`config.mk`:
```
export PLATFORM = sky130hd
export DESIGN_NAME = div8_seq_flat
export DESIGN_NICKNAME = d
export VERILOG_FILES = /design/src/rtl/div8_seq_pkg.sv /design/src/rtl/div8_seq_if.sv /design/src/rtl/div8_seq_sub9.sv /design/src/rtl/div8_seq.sv /design/src/flat_wrapper.sv
export SDC_FILE = /design/constraint.sdc
export NUM_CORES = 1
export LEC_CHECK = 0
export CORE_UTILIZATION = 46
export CTS_BUF_LIST = sky130_fd_sc_hd__clkbuf_16
export DETAILED_ROUTE_END_ITERATION = 7
export PLACE_DENSITY = 0.82
export SYNTH_ARGS = -nofsm -noshare
export SYNTH_HDL_FRONTEND = slang
export SYNTH_SLANG_ARGS = --single-unit
```
`constraint.sdc`:
```
create_clock -name clk -period 3.75 [get_ports clk]
set_input_delay 0.75 -clock clk [delete_from_list [all_inputs] [get_ports clk]]
set_output_delay 0.75 -clock clk [all_outputs]
set_load 0.1 [all_outputs]
```
`src/rtl/div8_seq_pkg.sv`:
```
// Shared ALU package for the multi-cycle divider: FSM state, iteration count,
// datapath widths and the divide-by-zero quotient constant.
package div8_seq_pkg;

  localparam int unsigned DIV8_W     = 8;
  localparam int unsigned DIV8_R_W   = 9;
  localparam int unsigned DIV8_ITERS = 8;
  localparam int unsigned DIV8_CNT_W = 4;

  localparam logic [DIV8_W-1:0] DIV8_ZERO_QUOT = 8'hFF;

  typedef enum logic [1:0] {
    ST_IDLE = 2'd0,
    ST_RUN  = 2'd1,
    ST_DONE = 2'd2
  } div8_state_e;

endpackage

```
`src/rtl/div8_seq_if.sv`:
```
// Request/result bundle of the DIV/MOD unit.
//   master (sequencer): drives start, dividend, divisor
//   slave  (divider)  : drives busy, done, quotient, remainder, div_zero
interface div8_seq_if;
  import div8_seq_pkg::*;

  logic              start;
  logic [DIV8_W-1:0] dividend;
  logic [DIV8_W-1:0] divisor;
  logic              busy;
  logic              done;
  logic [DIV8_W-1:0] quotient;
  logic [DIV8_W-1:0] remainder;
  logic              div_zero;

  modport master (
    output start, dividend, divisor,
    input  busy, done, quotient, remainder, div_zero
  );

  modport slave (
    input  start, dividend, divisor,
    output busy, done, quotient, remainder, div_zero
  );
endinterface

```
`src/rtl/div8_seq_sub9.sv`:
```
// sub9: 9-bit subtractor diff = a - b built as a ripple of full-adder cells
// fed with ~b and carry-in 1. borrow is the inverted carry-out.
//   a, b   : 9-bit operands
//   diff   : 9-bit difference (mod 2^9)
//   borrow : 1 when a < b
module sub9
  import div8_seq_pkg::*;
(
  input  logic [DIV8_R_W-1:0] a,
  input  logic [DIV8_R_W-1:0] b,
  output logic [DIV8_R_W-1:0] diff,
  output logic                borrow
);

  logic [DIV8_R_W:0]   carry;
  logic [DIV8_R_W-1:0] b_n;

  assign carry[0] = 1'b1;
  assign b_n      = ~b;

  // Full-adder cell per bit, same gate form as the ripple adder.
  for (genvar i = 0; i < DIV8_R_W; i++) begin : g_fa
    assign diff[i]    = a[i] ^ b_n[i] ^ carry[i];
    assign carry[i+1] = (a[i] & b_n[i]) | (a[i] & carry[i]) | (b_n[i] & carry[i]);
  end

  assign borrow = ~carry[DIV8_R_W];

endmodule

```
`src/rtl/div8_seq.sv`:
```
// div8_seq: 8-bit unsigned restoring divider, one shift-and-subtract per clock.
//   clk, rst_n : clock, synchronous active-low reset
//   bus        : div8_seq_if.slave (start/dividend/divisor in;
//                busy/done/quotient/remainder/div_zero out)
// Optional feature macro: DIV8_EARLY_EXIT_EN -- a zero divisor or a divisor
// larger than the dividend bypasses the iterations and completes in 1 cycle.
module div8_seq
  import div8_seq_pkg::*;
(
  input  logic clk,
  input  logic rst_n,
  div8_seq_if.slave bus
);

  div8_state_e             state;
  logic [DIV8_CNT_W-1:0]   iter_cnt;
  logic [DIV8_W-1:0]       q_work;
  logic [DIV8_R_W-1:0]     r_work;
  logic [DIV8_W-1:0]       d_reg;
  logic                    busy_q;
  logic                    done_q;
  logic [DIV8_W-1:0]       quot_q;
  logic [DIV8_W-1:0]       rem_q;
  logic                    div_zero_q;
`ifdef DIV8_EARLY_EXIT_EN
  logic                    early_q;
`endif

  logic [DIV8_R_W-1:0]     r_shift;
  logic [DIV8_R_W-1:0]     trial;
  logic                    borrow;
  logic [DIV8_R_W-1:0]     r_next;
  logic [DIV8_W-1:0]       q_next;
  logic                    last_iter;
  logic                    unused_r_msb;

  // One restoring step: shift the next dividend bit into R, try subtracting D.
  assign r_shift = {r_work[DIV8_W-1:0], q_work[DIV8_W-1]};

  sub9 u_sub9 (
    .a      (r_shift),
    .b      ({1'b0, d_reg}),
    .diff   (trial),
    .borrow (borrow)
  );

  assign r_next    = borrow ? r_shift : trial;
  assign q_next    = {q_work[DIV8_W-2:0], ~borrow};
  assign last_iter = (iter_cnt == DIV8_CNT_W'(DIV8_ITERS - 1));

  // After a restore the remainder is below D, so R[8] only matters inside a step.
  assign unused_r_msb = r_work[DIV8_R_W-1];

  // FSM, iteration counter, working registers and registered outputs.
  always_ff @(posedge clk) begin
    if (!rst_n) begin
      state      <= ST_IDLE;
      iter_cnt   <= '0;
      q_work     <= '0;
      r_work     <= '0;
      d_reg      <= '0;
      busy_q     <= 1'b0;
      done_q     <= 1'b0;
      quot_q     <= '0;
      rem_q      <= '0;
      div_zero_q <= 1'b0;
`ifdef DIV8_EARLY_EXIT_EN
      early_q    <= 1'b0;
`endif
    end else begin
      done_q <= 1'b0;
      case (state)
        ST_IDLE, ST_DONE: begin
          if (bus.start) begin
            d_reg      <= bus.divisor;
            q_work     <= bus.dividend;
            r_work     <= '0;
            iter_cnt   <= '0;
            div_zero_q <= (bus.divisor == '0);
            state      <= ST_RUN;
`ifdef DIV8_EARLY_EXIT_EN
            // Trivial cases spend a single quiet RUN cycle, busy stays low.
            if ((bus.divisor == '0) || (bus.divisor > bus.dividend)) begin
              early_q <= 1'b1;
              busy_q  <= 1'b0;
            end else begin
              early_q <= 1'b0;
              busy_q  <= 1'b1;
            end
`else
            busy_q     <= 1'b1;
`endif
          end else begin
            state <= ST_IDLE;
          end
        end

        ST_RUN: begin
`ifdef DIV8_EARLY_EXIT_EN
          if (early_q) begin
            // q_work still holds the untouched dividend here.
            early_q <= 1'b0;
            quot_q  <= div_zero_q ? DIV8_ZERO_QUOT : '0;
            rem_q   <= q_work;
            busy_q  <= 1'b0;
            done_q  <= 1'b1;
            state   <= ST_DONE;
          end else begin
`endif
          r_work   <= r_next;
          q_work   <= q_next;
          iter_cnt <= iter_cnt + DIV8_CNT_W'(1);
          if (last_iter) begin
            quot_q <= q_next;
            rem_q  <= r_next[DIV8_W-1:0];
            busy_q <= 1'b0;
            done_q <= 1'b1;
            state  <= ST_DONE;
          end
`ifdef DIV8_EARLY_EXIT_EN
          end
`endif
        end

        default: state <= ST_IDLE;
      endcase
    end
  end

  assign bus.busy      = busy_q;
  assign bus.done      = done_q;
  assign bus.quotient  = quot_q;
  assign bus.remainder = rem_q;
  assign bus.div_zero  = div_zero_q;

endmodule
```
`src/flat_wrapper.sv`:
```
// flat-port wrapper written by rule: the top's interface ports become plain ports
module div8_seq_flat import div8_seq_pkg::*;
  (clk, rst_n, bus_start, bus_dividend, bus_divisor, bus_busy, bus_done, bus_quotient, bus_remainder, bus_div_zero);
  div8_seq_if bus_i ();
  input  logic clk;
  input  logic rst_n;
  input wire logic [$bits(bus_i.start)-1:0] bus_start;
  input wire logic [$bits(bus_i.dividend)-1:0] bus_dividend;
  input wire logic [$bits(bus_i.divisor)-1:0] bus_divisor;
  output wire logic [$bits(bus_i.busy)-1:0] bus_busy;
  output wire logic [$bits(bus_i.done)-1:0] bus_done;
  output wire logic [$bits(bus_i.quotient)-1:0] bus_quotient;
  output wire logic [$bits(bus_i.remainder)-1:0] bus_remainder;
  output wire logic [$bits(bus_i.div_zero)-1:0] bus_div_zero;
  assign bus_i.start = bus_start;
  assign bus_i.dividend = bus_dividend;
  assign bus_i.divisor = bus_divisor;
  assign bus_busy = bus_i.busy;
  assign bus_done = bus_i.done;
  assign bus_quotient = bus_i.quotient;
  assign bus_remainder = bus_i.remainder;
  assign bus_div_zero = bus_i.div_zero;
  div8_seq u_core (.clk(clk), .rst_n(rst_n), .bus(bus_i));
endmodule
```
==> out/metrics.csv, run 1 <==
metric;value;unit
part of the Yosys area used for sequential elements;46.95;%
vias in the first global route;1566;
dpl ws;-0.1260;ns
Die Height;69.40;µm
Hold Path Class;reg -> reg;
I/O Pins;38;
largest net degree at the start of global routing;19;
Cell Area, Placed;2527;µm²
FP Rows;24;
mapped cell area;2090;µm²
post-CTS setup buffers;0;
RSZ-0062 raised after global routing;true;
Initial Util;47.99;%
Crit path top cell by count;fa_2;
Mapped Cells;201;
maximum clock rate;269.3;MHz
most common cell after layout, fill and taps aside;dfxtp_1;
Core Box Area;4354;µm²
critical path required time;3.96;ns
syn avg cell area;10.40;µm²
most frequent cells in the layout;dfxtp_1, clkdlybuf4s50_1, nand2_1;
CP delay by family, top;adder cells;
drt total wl;4584;µm
Yosys reg bits;49;
Worst VDD drop;0.0002281;V
CP Capture Type;register;
P_leak;0.001023;µW
DIE AREA;4816;µm²
hold slack;0.4529;ns
layout cells sized above 1;19.17;%
worst-path cell with the longest stage delay;fa_2;
CP cell instances;inv_2 -> ha_4 -> inv_2 -> fa_2 -> fa_2 -> inv_2 -> fa_2 -> inv_2 -> fa_2 -> fa_2 -> fa_2 -> fa_2 -> or2_4 -> buf_12 -> mux2i_4 -> o2bb2ai_1;
CTS tree;done;
Slew Limit Headroom;33.82;%
Crit Path Class;reg -> reg;
Final HPWL DP;2975;µm
first-pass GRT wire length;7527;µm
worst skew pair latency;0.28;ns
htree depth;2;
CTS Hold Buffers Added;0;
design area;2811;µm²
Worst-Margin Slew;0.9897;ns
Power Density;469.4;nW/µm²
Remaining Overflow, GRT;0;
critical path arrival;3.92;ns
final setup margin;0.03653;ns
Final Skew;0.006923;ns
CTS sink count;49;
Final Setup Violations;0;
number of synthesized flops with an enable pin;0;
DR pass1 iterations;5;
total power;1320;µW
drt drc;0;
Horiz. Die Dim;69.40;µm
port buffer count;37;
Avg Vias per Cell;5.627;
startpoint types;register;
max-cap violations;0;
initial antenna violation count;0;
antenna-violating nets left;0;
Main synth FF type;dfxtp_1;
GP Congestion;0.7920;
Worst Path Max Fanout;5;
Area growth syn-to-layout;34.55;%
CP peak stage delay;0.35;ns
FFs w/ async S/R, synth;0;%
Tcrit/Tclk final;99.03;%
Net Count, Synth;229;
minimum clock period;3.713;ns
clk root buf;clkbuf_16;
Final Slew Violations;0;
Cell variety after synth;37;
ANT cells;0;
GRT Total Usage;19.76;%
routed len/inst;15.70;µm
fin nets;269;
Vias;1643;
Worst Path Buf+Inv;5;
Yosys warnings;0;
# fillers;325;
clock slew seen by the registers of the worst setup and hold paths;0.06;ns
status;finished clean;
clock tree buffer depth;2;
final core occ;64.57;%
CTS Buf Count;5;
Detailed Route Iter0 Violations;85;
Final Hold Vio Count;0;
[area by class of cell]
type / instances / area (µm²) / area share [%]
clock inverters: 1 / 5.005 / 0.1780
multi-input cells: 127 / 1124 / 39.96
repair buffers: 45 / 460.4 / 16.38
flip-flops and latches: 49 / 983.4 / 34.98
well taps: 52 / 65.06 / 2.314
inverters: 13 / 48.80 / 1.736
clock buffers: 5 / 125.1 / 4.450
[timing repair]
action / 4_1_cts / 5_1_grt
setup endpoints to repair: 17 / 17
gates resized for setup: 8 / 23
pin swaps: 1 / 5
gates cloned: 0 / 1
[cell usage after synthesis, types with 4 or more instances]
library cell | count | share of area, %
fa_1 | 7 | 6.7
buf_2 | 7 | 1.7
nand3_1 | 11 | 2.6
nand4_1 | 4 | 1.2
mux2i_1 | 7 | 3.4
nand2_1 | 19 | 3.4
a21boi_1 | 17 | 6.1
inv_1 | 12 | 2.2
a22oi_1 | 9 | 3.2
o2bb2ai_1 | 13 | 5.4
a22o_1 | 9 | 3.8
dfxtp_1 | 49 | 47
[worst reg2reg max path: stages, from the launching register on]
cell,delay (ns)
dfxtp_2,0.32
inv_2,0.06
ha_4,0.12
inv_2,0.03
fa_2,0.34
fa_2,0.35
inv_2,0.06
fa_2,0.18
inv_2,0.04
fa_2,0.33
fa_2,0.35
fa_2,0.34
fa_2,0.34
or2_4,0.28
buf_12,0.15
mux2i_4,0.18
o2bb2ai_1,0.16
[cells by family (layout without fill, tap and decap cells)]
| group | Yosys count | count (layout) | share of synthesized area, % |
|---|---|---|---|
| AND/OR/NAND/NOR | 50 | 50 | 12.81 |
| multiplexers | 8 | 8 | 3.892 |
| adder cells (fa/ha/maj) | 9 | 9 | 7.904 |
| flip-flops | 49 | 49 | 46.95 |
| AO/OA/AOI/OAI | 60 | 60 | 22.99 |
| buffers and inverters | 25 | 64 | 5.449 |
[report_power, final]
part	total, µW	leakage (µW)	internal (µW)	switching, µW
sequential	567	0.000399	544	23.4
clock	414	0.0000655	238	176
combinational	339	0.000558	178	160
total	1320	0.00102	960	360
[stage by stage]
step / cells / TNS (ns)
after floorplan: 201 / 0
after global placement: 285 / -0.2154
after detailed placement: 285 / -1.597
after CTS: 291 / 0
after global routing: 292 / -0.3992
final: 292 / 0
[path summary, 6_finish.rpt]
path	start	endpoint	slack (ns)	depth (start not counted)
worst max register to register	u_core.q_work[7]	u_core.r_work[5]	0.04	16
worst min register to register	u_core.d_reg[6]	u_core.d_reg[6]	0.45	2
worst min-delay path	u_core.d_reg[6]	u_core.d_reg[6]	0.45	2
worst max-delay path	u_core.q_work[7]	u_core.r_work[5]	0.04	16
[layer usage]
layer | routed length, µm | vias to the layer above | track usage [%] | part of all wire [%]
met5 | 0 | - | 0 | 0
met4 | 71 | 0 | 8.163 | 1.5
met3 | 135 | 7 | 3.198 | 2.9
met2 | 2340 | 36 | 32.79 | 51
met1 | 2037 | 797 | 25.56 | 44
li1 | - | 803 | - | -
Note: power is estimated with default switching activity, not from simulation.
==> run 2: changes to the inputs <==
- CORE_UTILIZATION: 46 -> 47
- PLACE_DENSITY: 0.82 -> 0.81
- clock period: 3.75 -> 3.8 ns (I/O delays scaled with it)
==> run 2 against run 1 <==
Register-to-register slack about the same. Sequential cell count stayed put. Total power is 0.96% lower. Die area is 2.1% lower. Count of clock-buffer cells in the layout stayed put. Worst hold slack improved by 0.00079 ns.
==> out/metrics.csv, run 2 (synthesis results as in run 1) <==
metric;value;unit;change
reg-to-reg endpoint;u_core.r_work[5];;unchanged
share of power burned in registers;43.0;%;about the same
Hold Path Class;reg -> reg;;unchanged
placed insts;282;;was 285
Final HPWL DP;2928;µm;was 2975 µm
ANT cells;0;;unchanged
Vias;1661;;was 1,643
Core Box Area;4144;µm²;was 4354 µm²
fin nets;268;;was 269
hold slack;0.4537;ns;was 0.4529 ns
Power Density;466.4;nW/µm²;was 469.4 nW/µm²
worst skew pair latency;0.29;ns;was 0.28 ns
Worst Path Max Fanout;5;;unchanged
Final Hold Vio Count;0;;unchanged
GRT Total Usage;21.92;%;was 19.76%
reg2reg setup slack;0.05;ns;was 0.04 ns
Horiz. Die Dim;68.68;µm;was 69.40 µm
FP Rows;23;;was 24
CTS Buf Count;5;;unchanged
RR Startpoint;u_core.q_work[7];;unchanged
clock slew seen by the registers of the worst setup and hold paths;0.06;ns;about the same
P_sw;360.5;µW;was 359.5 µW
RSZ-0062 raised after global routing;true;;unchanged
CTS sink count;49;;unchanged
Area growth syn-to-layout;34.13;%;was 34.55%
DIE AREA;4716;µm²;was 4816 µm²
Final Skew;0.004347;ns;was 0.006923 ns
Final Slew Violations;0;;unchanged
CP Launch Point;u_core.q_work[7];;unchanged
routed len/inst;16.56;µm;was 15.70 µm
CP peak stage delay;0.36;ns;was 0.35 ns
clk root buf;clkbuf_16;;unchanged
maximum clock rate;266.5;MHz;was 269.3 MHz
GP Congestion;0.7924;;was 0.7920
max-cap violations;0;;unchanged
Remaining Overflow, GRT;0;;unchanged
Initial Util;50.42;%;was 47.99%
status;finished clean;;unchanged
htree depth;2;;unchanged
Die Height;68.68;µm;was 69.40 µm
clock power share;31.6;%;was 31.4%
post-route insts no fill;291;;was 292
CP cell instances;inv_2 -> ha_4 -> inv_2 -> fa_2 -> fa_2 -> inv_2 -> fa_2 -> inv_2 -> fa_2 -> fa_2 -> fa_2 -> fa_2 -> or2_4 -> buf_12 -> mux2i_4 -> o2bb2ai_1;;unchanged
antenna-violating nets left;0;;unchanged
P_leak;0.001029;µW;was 0.001023 µW
port buffer count;37;;unchanged
critical path required time;4.01;ns;was 3.96 ns
hold path cells;2;;unchanged
largest net degree at the start of global routing;21;;was 19
switching share of power;27.58;%;was 27.24%
drt drc;0;;unchanged
Slew Limit Headroom;35.11;%;was 33.82%
# fillers;320;;was 325
design area;2803;µm²;was 2811 µm²
total power;1307;µW;was 1320 µW
Final Setup Violations;0;;unchanged
vias in the first global route;1527;;was 1,566
R2R depth;16;;unchanged
first-pass GRT wire length;7279;µm;was 7527 µm
minimum clock period;3.753;ns;was 3.713 ns
initial antenna violation count;0;;unchanged
layout cells sized above 1;18.26;%;was 19.17%
Cell Area, Placed;2515;µm²;was 2527 µm²
clock tree buffer depth;2;;unchanged
CTS Hold Buffers Added;0;;unchanged
WHS Endpoint;u_core.d_reg[2];;was u_core.d_reg[6]
Crit Path Class;reg -> reg;;unchanged
Worst-Margin Slew;0.9702;ns;was 0.9897 ns
drt total wl;4819;µm;was 4584 µm
CP Capture Type;register;;unchanged
Hold Crit Start;u_core.d_reg[2];;was u_core.d_reg[6]
most frequent cells in the layout;dfxtp_1, clkdlybuf4s50_1, nand2_1;;unchanged
DR pass1 iterations;4;;was 5
Tcrit/Tclk final;98.75;%;was 99.03%
CTS tree;done;;unchanged
critical path arrival;3.97;ns;was 3.92 ns
worst-path cell with the longest stage delay;fa_2;;unchanged
Worst VDD drop;0.0002437;V;was 0.0002281 V
startpoint types;register;;unchanged
Avg Vias per Cell;5.708;;was 5.627
combinational share of power;25.4;%;was 25.7%
most common cell after layout, fill and taps aside;dfxtp_1;;unchanged
Power Internal;946.6;µW;was 960.3 µW
Detailed Route Iter0 Violations;103;;was 85
Crit path top cell by count;fa_2;;unchanged
I/O Pins;38;;unchanged
-- run 2: power groups by stage --
stage | clock network [µW] | registers (µW) | logic (µW)
6_report | 413 | 561 | 333
4_1_cts | 416 | 557 | 251
3_3_place_gp | 0 | 566 | 219
3_5_place_dp | 0 | 567 | 225
5_1_grt | 438 | 564 | 354
2_1_floorplan | 0 | 568 | 148
-- run 2: layout make-up --
class | instances | area, µm² | share of cell area, %
Timing Repair Buffer | 44 | 452.9 | 16.16
Inverter | 13 | 48.80 | 1.741
Multi-Input combinational cell | 127 | 1119 | 39.91
Clock inverter | 3 | 11.26 | 0.4018
Clock buffer | 5 | 125.1 | 4.464
Tap cell | 50 | 62.56 | 2.232
Sequential cell | 49 | 983.4 | 35.09
-- run 2: how the worst max path moves through the flow --
| stage | endpoint | slack, ns | depth (start not counted) |
|---|---|---|---|
| finish | u_core.r_work[5] | 0.05 | 16 |
| global route | u_core.bus.remainder[5] | -0.05 | 16 |
| CTS | u_core.r_work[6] | 0.002 | 16 |
| detailed placement | u_core.r_work[6] | -0.11 | 16 |
| global placement | u_core.r_work[4] | -0.02 | 16 |
| floorplan | u_core.r_work[1] | 0.004 | 16 |
-- run 2: critical path, delay by kind of cell, from the launching register on --
| family | cells | cell delay [ns] |
|---|---|---|
| adders and majority gates | 8 | 2.39 |
| buffers and inverters | 5 | 0.36 |
| DFF | 1 | 0.32 |
| and+or+nand+nor | 1 | 0.29 |
| muxes | 1 | 0.19 |
| AOI/OAI and AO/OA | 1 | 0.15 |
-- run 2: through the flow --
stage	utilization [%]	setup slack (ns)	TNS (ns)
final	67.63	0.04748	0
after global routing	67.63	-0.04710	-0.2706
after CTS	64.64	0.001586	0
after detailed placement	60.69	-0.1086	-1.201
after global placement	60.69	-0.02315	-0.08218
after floorplan	-	0.003879	0
-- run 2: layer usage --
metal  track usage [%]  routed length, µm  vias up
li1                  -                  -      801
met1             28.06               2195      815
met2             35.05               2345       38
met3             5.099                186        7
met4             9.635                 92        0
met5                 0                  0        -
-- run 2: what timing repair did --
action,CTS,global route
pin swaps,2,3
endpoints found under the hold margin,0,0
resized for setup,11,20
gates cloned,0,1
setup buffers,0,0
endpoints found under the setup margin,17,16
